--- src/rtl/control_multiciclo_pkg.sv ---
// Shared types and encodings for the multicycle ARM-subset controller.
// Holds the state enum, datapath select codes and the condition-code evaluator.
package control_multiciclo_pkg;

  typedef enum logic [3:0] {
    FETCH    = 4'd0,
    DECODE   = 4'd1,
    MEMADR   = 4'd2,
    MEMREAD  = 4'd3,
    MEMWB    = 4'd4,
    MEMWRITE = 4'd5,
    EXECUTER = 4'd6,
    EXECUTEI = 4'd7,
    ALUWB    = 4'd8,
    BRANCH   = 4'd9
  } state_e;

  localparam logic [1:0] SRCA_RN     = 2'b00;
  localparam logic [1:0] SRCA_PC     = 2'b01;
  localparam logic [1:0] SRCA_ALUOUT = 2'b10;

  localparam logic [1:0] SRCB_RM     = 2'b00;
  localparam logic [1:0] SRCB_EXTIMM = 2'b01;
  localparam logic [1:0] SRCB_FOUR   = 2'b10;

  localparam logic [1:0] RES_ALUOUT  = 2'b00;
  localparam logic [1:0] RES_RDATA   = 2'b01;
  localparam logic [1:0] RES_ALU     = 2'b10;

  localparam logic [1:0] ALU_ADD     = 2'b00;
  localparam logic [1:0] ALU_SUB     = 2'b01;
  localparam logic [1:0] ALU_AND     = 2'b10;
  localparam logic [1:0] ALU_ORR     = 2'b11;

  localparam logic [1:0] OP_DP       = 2'b00;
  localparam logic [1:0] OP_MEM      = 2'b01;
  localparam logic [1:0] OP_BR       = 2'b10;
  localparam logic [1:0] OP_NOP      = 2'b11;

  localparam logic [3:0] COND_EQ = 4'h0;
  localparam logic [3:0] COND_NE = 4'h1;
  localparam logic [3:0] COND_CS = 4'h2;
  localparam logic [3:0] COND_CC = 4'h3;
  localparam logic [3:0] COND_MI = 4'h4;
  localparam logic [3:0] COND_PL = 4'h5;
  localparam logic [3:0] COND_VS = 4'h6;
  localparam logic [3:0] COND_VC = 4'h7;
  localparam logic [3:0] COND_HI = 4'h8;
  localparam logic [3:0] COND_LS = 4'h9;
  localparam logic [3:0] COND_GE = 4'hA;
  localparam logic [3:0] COND_LT = 4'hB;
  localparam logic [3:0] COND_GT = 4'hC;
  localparam logic [3:0] COND_LE = 4'hD;
  localparam logic [3:0] COND_AL = 4'hE;

  typedef struct packed {
    logic n;
    logic z;
    logic c;
    logic v;
  } nzcv_t;

  // Instr[31:12] as seen by the controller; rn is carried only to keep the layout.
  typedef struct packed {
    logic [3:0] cond;
    logic [1:0] op;
    logic [5:0] funct;
    logic [3:0] rn;
    logic [3:0] rd;
  } instr_f_t;

  function automatic logic cond_holds(input logic [3:0] cond, input nzcv_t f);
    logic r;
    r = 1'b0;
    case (cond)
      COND_EQ: r = f.z;
      COND_NE: r = ~f.z;
      COND_CS: r = f.c;
      COND_CC: r = ~f.c;
      COND_MI: r = f.n;
      COND_PL: r = ~f.n;
      COND_VS: r = f.v;
      COND_VC: r = ~f.v;
      COND_HI: r = f.c & ~f.z;
      COND_LS: r = ~f.c | f.z;
      COND_GE: r = (f.n == f.v);
      COND_LT: r = (f.n != f.v);
      COND_GT: r = ~f.z & (f.n == f.v);
      COND_LE: r = f.z | (f.n != f.v);
      COND_AL: r = 1'b1;
      default: r = 1'b0;
    endcase
    return r;
  endfunction

endpackage

--- src/rtl/logica_condicion.sv ---
// NZCV flag register, condition evaluator and the per-instruction CondEx latch.
// CondEx is captured at the end of DECODE and held, so flag writes never affect the current instruction.
module logica_condicion
  import control_multiciclo_pkg::*;
#(
  parameter logic [3:0] FLAGS_RST = 4'b0000
) (
  input  logic       clk,
  input  logic       reset,
  input  logic [3:0] cond_i,
  input  logic [3:0] alu_flags_i,
  input  logic       flag_upd_i,
  input  logic       cv_upd_i,
  input  logic       latch_i,
  output logic       cond_ex_o
);

  nzcv_t flags_q, flags_d;
  logic  cond_ex_q, cond_ex_d;
  logic  holds;

  assign holds = cond_holds(cond_i, flags_q);

  // Logical ops only refresh N and Z; C and V keep the last arithmetic result.
  always_comb begin
    flags_d = flags_q;
    if (flag_upd_i && cond_ex_q) begin
      flags_d.n = alu_flags_i[3];
      flags_d.z = alu_flags_i[2];
      if (cv_upd_i) begin
        flags_d.c = alu_flags_i[1];
        flags_d.v = alu_flags_i[0];
      end
    end
  end

  always_comb begin
    cond_ex_d = cond_ex_q;
    if (latch_i) begin
      cond_ex_d = holds;
    end
  end

  always_ff @(posedge clk or negedge reset) begin
    if (!reset) begin
      flags_q   <= nzcv_t'(FLAGS_RST);
      cond_ex_q <= 1'b0;
    end else begin
      flags_q   <= flags_d;
      cond_ex_q <= cond_ex_d;
    end
  end

  assign cond_ex_o = cond_ex_q;

endmodule

--- src/rtl/control_multiciclo.sv ---
// Multicycle main controller: sequences fetch/decode/execute/memory/writeback over a shared ALU
// and unified memory, stalling on MemReady; write enables are forced low while reset is asserted.
module control_multiciclo
  import control_multiciclo_pkg::*;
#(
  parameter logic [3:0] FLAGS_RST = 4'b0000
) (
  input  logic         clk,
  input  logic         reset,
  input  logic [31:12] Instr,
  input  logic [3:0]   ALUFlags,
  input  logic         MemReady,
  output logic         PCWrite,
  output logic         IRWrite,
  output logic         RegWrite,
  output logic         MemWrite,
  output logic         AdrSrc,
  output logic [1:0]   ALUSrcA,
  output logic [1:0]   ALUSrcB,
  output logic [1:0]   ResultSrc,
  output logic [1:0]   ALUControl,
  output logic [1:0]   ImmSrc,
  output logic [1:0]   RegSrc,
  output logic [3:0]   State
);

  instr_f_t ir;
  state_e   state_q, state_d;
  logic       cond_ex;
  logic       no_write;
  logic       rd_is_pc;
  logic       flag_upd;
  logic       cv_upd;
  logic [1:0] alu_op;
  logic       pc_we, ir_we, reg_we, mem_we;
  logic       unused_rn;

  assign ir        = instr_f_t'(Instr);
  assign rd_is_pc  = (ir.rd == 4'hF);
  assign unused_rn = ^ir.rn;

  always_comb begin
    alu_op   = ALU_ADD;
    no_write = 1'b0;
    case (ir.funct[4:1])
      4'b0100: alu_op = ALU_ADD;
      4'b0010: alu_op = ALU_SUB;
      4'b0000: alu_op = ALU_AND;
      4'b1100: alu_op = ALU_ORR;
      4'b1010: begin
        alu_op   = ALU_SUB;
        no_write = 1'b1;
      end
      default: alu_op = ALU_ADD;
    endcase
  end

  assign cv_upd   = ~alu_op[1];
  assign flag_upd = ((state_q == EXECUTER) || (state_q == EXECUTEI)) && ir.funct[0];

  logica_condicion #(
    .FLAGS_RST (FLAGS_RST)
  ) u_cond (
    .clk         (clk),
    .reset       (reset),
    .cond_i      (ir.cond),
    .alu_flags_i (ALUFlags),
    .flag_upd_i  (flag_upd),
    .cv_upd_i    (cv_upd),
    .latch_i     (state_q == DECODE),
    .cond_ex_o   (cond_ex)
  );

  always_comb begin
    state_d    = state_q;
    pc_we      = 1'b0;
    ir_we      = 1'b0;
    reg_we     = 1'b0;
    mem_we     = 1'b0;
    AdrSrc     = 1'b0;
    ALUSrcA    = SRCA_RN;
    ALUSrcB    = SRCB_RM;
    ResultSrc  = RES_ALUOUT;
    ALUControl = ALU_ADD;
    case (state_q)
      FETCH: begin
        ALUSrcA   = SRCA_PC;
        ALUSrcB   = SRCB_FOUR;
        ResultSrc = RES_ALU;
        if (MemReady) begin
          ir_we   = 1'b1;
          pc_we   = 1'b1;
          state_d = DECODE;
        end
      end
      DECODE: begin
        ALUSrcA   = SRCA_PC;
        ALUSrcB   = SRCB_FOUR;
        ResultSrc = RES_ALU;
        case (ir.op)
          OP_MEM:  state_d = MEMADR;
          OP_DP:   state_d = ir.funct[5] ? EXECUTEI : EXECUTER;
          OP_BR:   state_d = BRANCH;
          default: state_d = FETCH;
        endcase
      end
      MEMADR: begin
        ALUSrcB = SRCB_EXTIMM;
        state_d = ir.funct[0] ? MEMREAD : MEMWRITE;
      end
      MEMREAD: begin
        AdrSrc = 1'b1;
        if (MemReady) begin
          state_d = MEMWB;
        end
      end
      MEMWB: begin
        ResultSrc = RES_RDATA;
        reg_we    = cond_ex;
        pc_we     = cond_ex & rd_is_pc;
        state_d   = FETCH;
      end
      // A squashed store has nothing to wait for, so it leaves immediately.
      MEMWRITE: begin
        AdrSrc = 1'b1;
        mem_we = cond_ex;
        if (MemReady || !cond_ex) begin
          state_d = FETCH;
        end
      end
      EXECUTER: begin
        ALUControl = alu_op;
        state_d    = ALUWB;
      end
      EXECUTEI: begin
        ALUSrcB    = SRCB_EXTIMM;
        ALUControl = alu_op;
        state_d    = ALUWB;
      end
      ALUWB: begin
        reg_we  = cond_ex & ~no_write;
        pc_we   = cond_ex & rd_is_pc;
        state_d = FETCH;
      end
      BRANCH: begin
        ALUSrcB   = SRCB_EXTIMM;
        ResultSrc = RES_ALU;
        pc_we     = cond_ex;
        state_d   = FETCH;
      end
      default: state_d = FETCH;
    endcase
  end

  always_ff @(posedge clk or negedge reset) begin
    if (!reset) begin
      state_q <= FETCH;
    end else begin
      state_q <= state_d;
    end
  end

  // Gate with reset directly so enables drop in the same cycle reset is asserted.
  assign PCWrite  = pc_we  & reset;
  assign IRWrite  = ir_we  & reset;
  assign RegWrite = reg_we & reset;
  assign MemWrite = mem_we & reset;

  assign ImmSrc = ir.op;
  assign RegSrc = {ir.op == OP_MEM, ir.op == OP_BR};
  assign State  = state_q;

endmodule

--- config.mk ---
export PLATFORM = sky130hd
export DESIGN_NAME = control_multiciclo
export DESIGN_NICKNAME = d
export VERILOG_FILES = /design/src/rtl/control_multiciclo_pkg.sv /design/src/rtl/logica_condicion.sv /design/src/rtl/control_multiciclo.sv
export SDC_FILE = /design/constraint.sdc
export NUM_CORES = 1
export LEC_CHECK = 0
export ABC_AREA = 1
export CORE_UTILIZATION = 42
export CTS_CLUSTER_DIAMETER = 100
export CTS_CLUSTER_SIZE = 40
export DETAILED_ROUTE_END_ITERATION = 8
export PLACE_DENSITY = 0.82
export SYNTH_ARGS = -nofsm -noshare
export SYNTH_HDL_FRONTEND = slang
export SYNTH_HIERARCHICAL = 1
export SYNTH_SLANG_ARGS = --single-unit
--- constraint.sdc ---
create_clock -name clk -period 2.35 [get_ports clk]
set_clock_uncertainty 0.05 [all_clocks]
set_input_delay 0.3525 -clock clk [delete_from_list [all_inputs] [get_ports clk]]
set_output_delay 0.3525 -clock clk [all_outputs]
set_load 0.005 [all_outputs]
==> impl_metrics.sql <==
INSERT INTO impl_metrics (metric_group, metric, value, unit) VALUES
('status', 'status', 'complete, no violations', ''),
('power', 'sw_frac_of_total', '0.446', ''),
('timing', 'hold_viol_final', '0', ''),
('power', 'power_dens_cells', '814', 'nW/um^2'),
('timing', 'setup_violating_endpoint_count_in_the_final_report', '0', ''),
('final_layout', 'finalNetCount', '234', ''),
('critical_path', 'critPathMaxFanout', '7', ''),
('cts', 'tritoncts_num_sinks', '9', ''),
('floorplanning', 'starting_density', '0.461', ''),
('power', 'clkPwrFrac', '0.103', ''),
('final_layout', 'syn2layout_area_growth', '50.2', '%'),
('logic_synthesis', 'post_synth_inst_count', '163', ''),
('route', 'detailedRoute.firstPassIterationCount', '4', ''),
('power', 'power_frac_comb', '0.623', ''),
('cts', 'hold_buffers', '0', ''),
('critical_path', 'worst_ep_arrival_time', '1.85', 'ns'),
('critical_path', 'endpoint_kind', 'output port', ''),
('timing', 'report.final.slew_viol_count', '0', ''),
('final_layout', 'layout_fillers', '170', ''),
('logic_synthesis', 'fraction_of_the_mapped_netlist_area_in_simple_logic_gates', '0.495', ''),
('logic_synthesis', 'synth_area_per_cell', '5.72', 'um^2'),
('cts', 'clock_latency', '0.26', 'ns'),
('placed_design', 'placement.io_buffers', '42', ''),
('cts', 'inserted_clock_buffers', '3', ''),
('logic_synthesis', 'synth_compound_gate_area_share', '0.0940', ''),
('job', 'maxCapViolations', '0', ''),
('floorplanning', 'core-area', '2020', 'um^2'),
('route', 'routed_wl', '2.47', 'mm'),
('grt', 'antenna_found_initial', '0', ''),
('grt', 'wire_length_of_the_first_global_routing_pass', '4.06', 'mm'),
('critical_path', 'reg2reg_setup_slack', '0.81', 'ns'),
('logic_synthesis', 'post_synthesis_cell_type_count', '23', ''),
('route', 'drcViolationCount', '0', ''),
('logic_synthesis', 'synth-seq-area-share', '0.242', ''),
('logic_synthesis', 'synth.area.top_cells', 'dfrtp_1 (24%), nand2_1 (22%), inv_1 (11%)', ''),
('grt', 'grt_start_max_net_pins', '10', ''),
('logic_synthesis', 'yosys.area.top_type', 'dfrtp_1', ''),
('logic_synthesis', 'synth_top_family_by_area', 'simple AND/OR/NAND/NOR gates', ''),
('cts', 'clock_tree.htree_level_count', '1', ''),
('timing', 'totalNegativeSetupSlack', '0', 'ns'),
('logic_synthesis', 'post_synth_xor_area_fraction', '0', ''),
('logic_synthesis', 'synth.area.mux_share', '0.0121', ''),
('grt', 'grt_use_total', '0.215', ''),
('critical_path', 'rr_worst_depth', '5', ''),
('cts', 'cts_resized', '0', ''),
('timing', 'final_critical_period', '2.25', 'ns'),
('floorplanning', 'floorplan.die.width', '49.1', 'um'),
('timing', 'setup_ws', '0.0991', 'ns'),
('floorplanning', 'fp-row-count', '16', ''),
('critical_path', 'crit_type', 'flip-flop to output port', ''),
('floorplanning', 'pin_count', '48', ''),
('route', 'first_iter_violations', '34', ''),
('logic_synthesis', 'netlist_area', '932', 'um^2'),
('cts', 'cts_tree', 'built', ''),
('critical_path', 'worst-endpoint-required', '1.95', 'ns'),
('placed_design', 'dp_hpwl', '1.99', 'mm'),
('placed_design', 'place.gp.congestion', '0.796', ''),
('placed_design', 'post-place-ws', '0.219', 'ns'),
('floorplanning', 'height_of_the_die', '49.1', 'um'),
('grt', 'first_global_vias', '1029', ''),
('min_path', 'worst_hold_path_type', 'input port to async pin', ''),
('logic_synthesis', 'postSynthNetCount', '190', ''),
('cts', 'clock_tree.root_cell', 'clkbuf_4', ''),
('final_layout', 'commonest_non_fill_non_tap_cell_in_the_layout', 'nand2_1', ''),
('power', 'pwr-share-seq', '0.274', ''),
('route', 'route.detailed.vias_per_inst', '4.85', ''),
('power', 'internal_power', '0.631', 'mW'),
('timing', 'grt_setup_unrepaired', 'false', ''),
('power', 'ir_drop', '0.525', 'mV'),
('critical_path', 'worstSetupStartpointType', 'flip-flop', ''),
('route', 'ant_nets', '0', '');
## power groups by stage
stage | clock network [mW] | registers, mW | logic, mW
global route | 0.133 | 0.324 | 0.792
CTS | 0.121 | 0.304 | 0.702
finish | 0.117 | 0.313 | 0.709
detailed placement | 0 | 0.305 | 0.697
global placement | 0 | 0.307 | 0.684
floorplan | 0 | 0.289 | 0.407
## worst max-delay path, cell delays in order, from the launching register on
cell and delay, ns:
dfrtp_1 0.48, nor2_4 0.20, inv_1 0.11, nor3_2 0.15, nand3b_1 0.14, clkdlybuf4s50_1 0.50
## metal layers
metal | share of wire | GRT usage | routed length (um) | vias to the layer above
li1 | - | - | - | 591
met3 | 0.058 | 0.0374 | 143 | 2
met5 | 0 | 0 | 0 | -
met1 | 0.42 | 0.237 | 1030 | 502
met2 | 0.52 | 0.404 | 1280 | 35
met4 | 0.0053 | 0.0735 | 13 | 0
## state kept, by name, summed over array words and instances (netlist names)
register,count
u_cond/flags_q,4
u_cond/cond_ex_o,1
State,4
## cell type report
type	count	area, um^2	area share
multi-input combinational	120	572	0.408
tap	27	33.8	0.0241
sequential	9	228	0.163
clock buffer	4	26.3	0.0188
timing repair buffer	43	428	0.306
inverter	30	113	0.0804
## synthesized netlist by cell type, drive strengths merged
master and instances:
nand2 55, inv 30, nor2 25, nand3 19, dfrtp 9, a21oi 6, buf 4, o21ai 4
nand3b 2, nor3 2, o211ai 2, a21boi 1, conb 1, mux2 1, nand4 1, o22ai 1
## final timing paths
kind,start,to
max,State[3],ALUSrcB[0]
min,reset,State[1]
max reg2reg,State[3],u_cond/flags_q[2]
min reg2reg,u_cond/flags_q[3],u_cond/flags_q[3]
max in group asynchronous,reset,State[2]
min in group clk,u_cond/flags_q[3],u_cond/flags_q[3]
## logic make-up after synthesis
logic type	after synthesis
AOI/OAI and AO/OA	14
buffers and inverters	34
DFF	9
muxes	1
other	1
and+or+nand+nor	104
## through the flow
stage	total power, mW	instances	util
CTS	1.13	233	0.688
finish	1.14	233	0.692
floorplan	0.696	163	-
global placement	0.991	229	0.675
detailed placement	1.00	229	0.675
global route	1.25	233	0.692
Note: power is estimated with default switching activity, not from simulation.
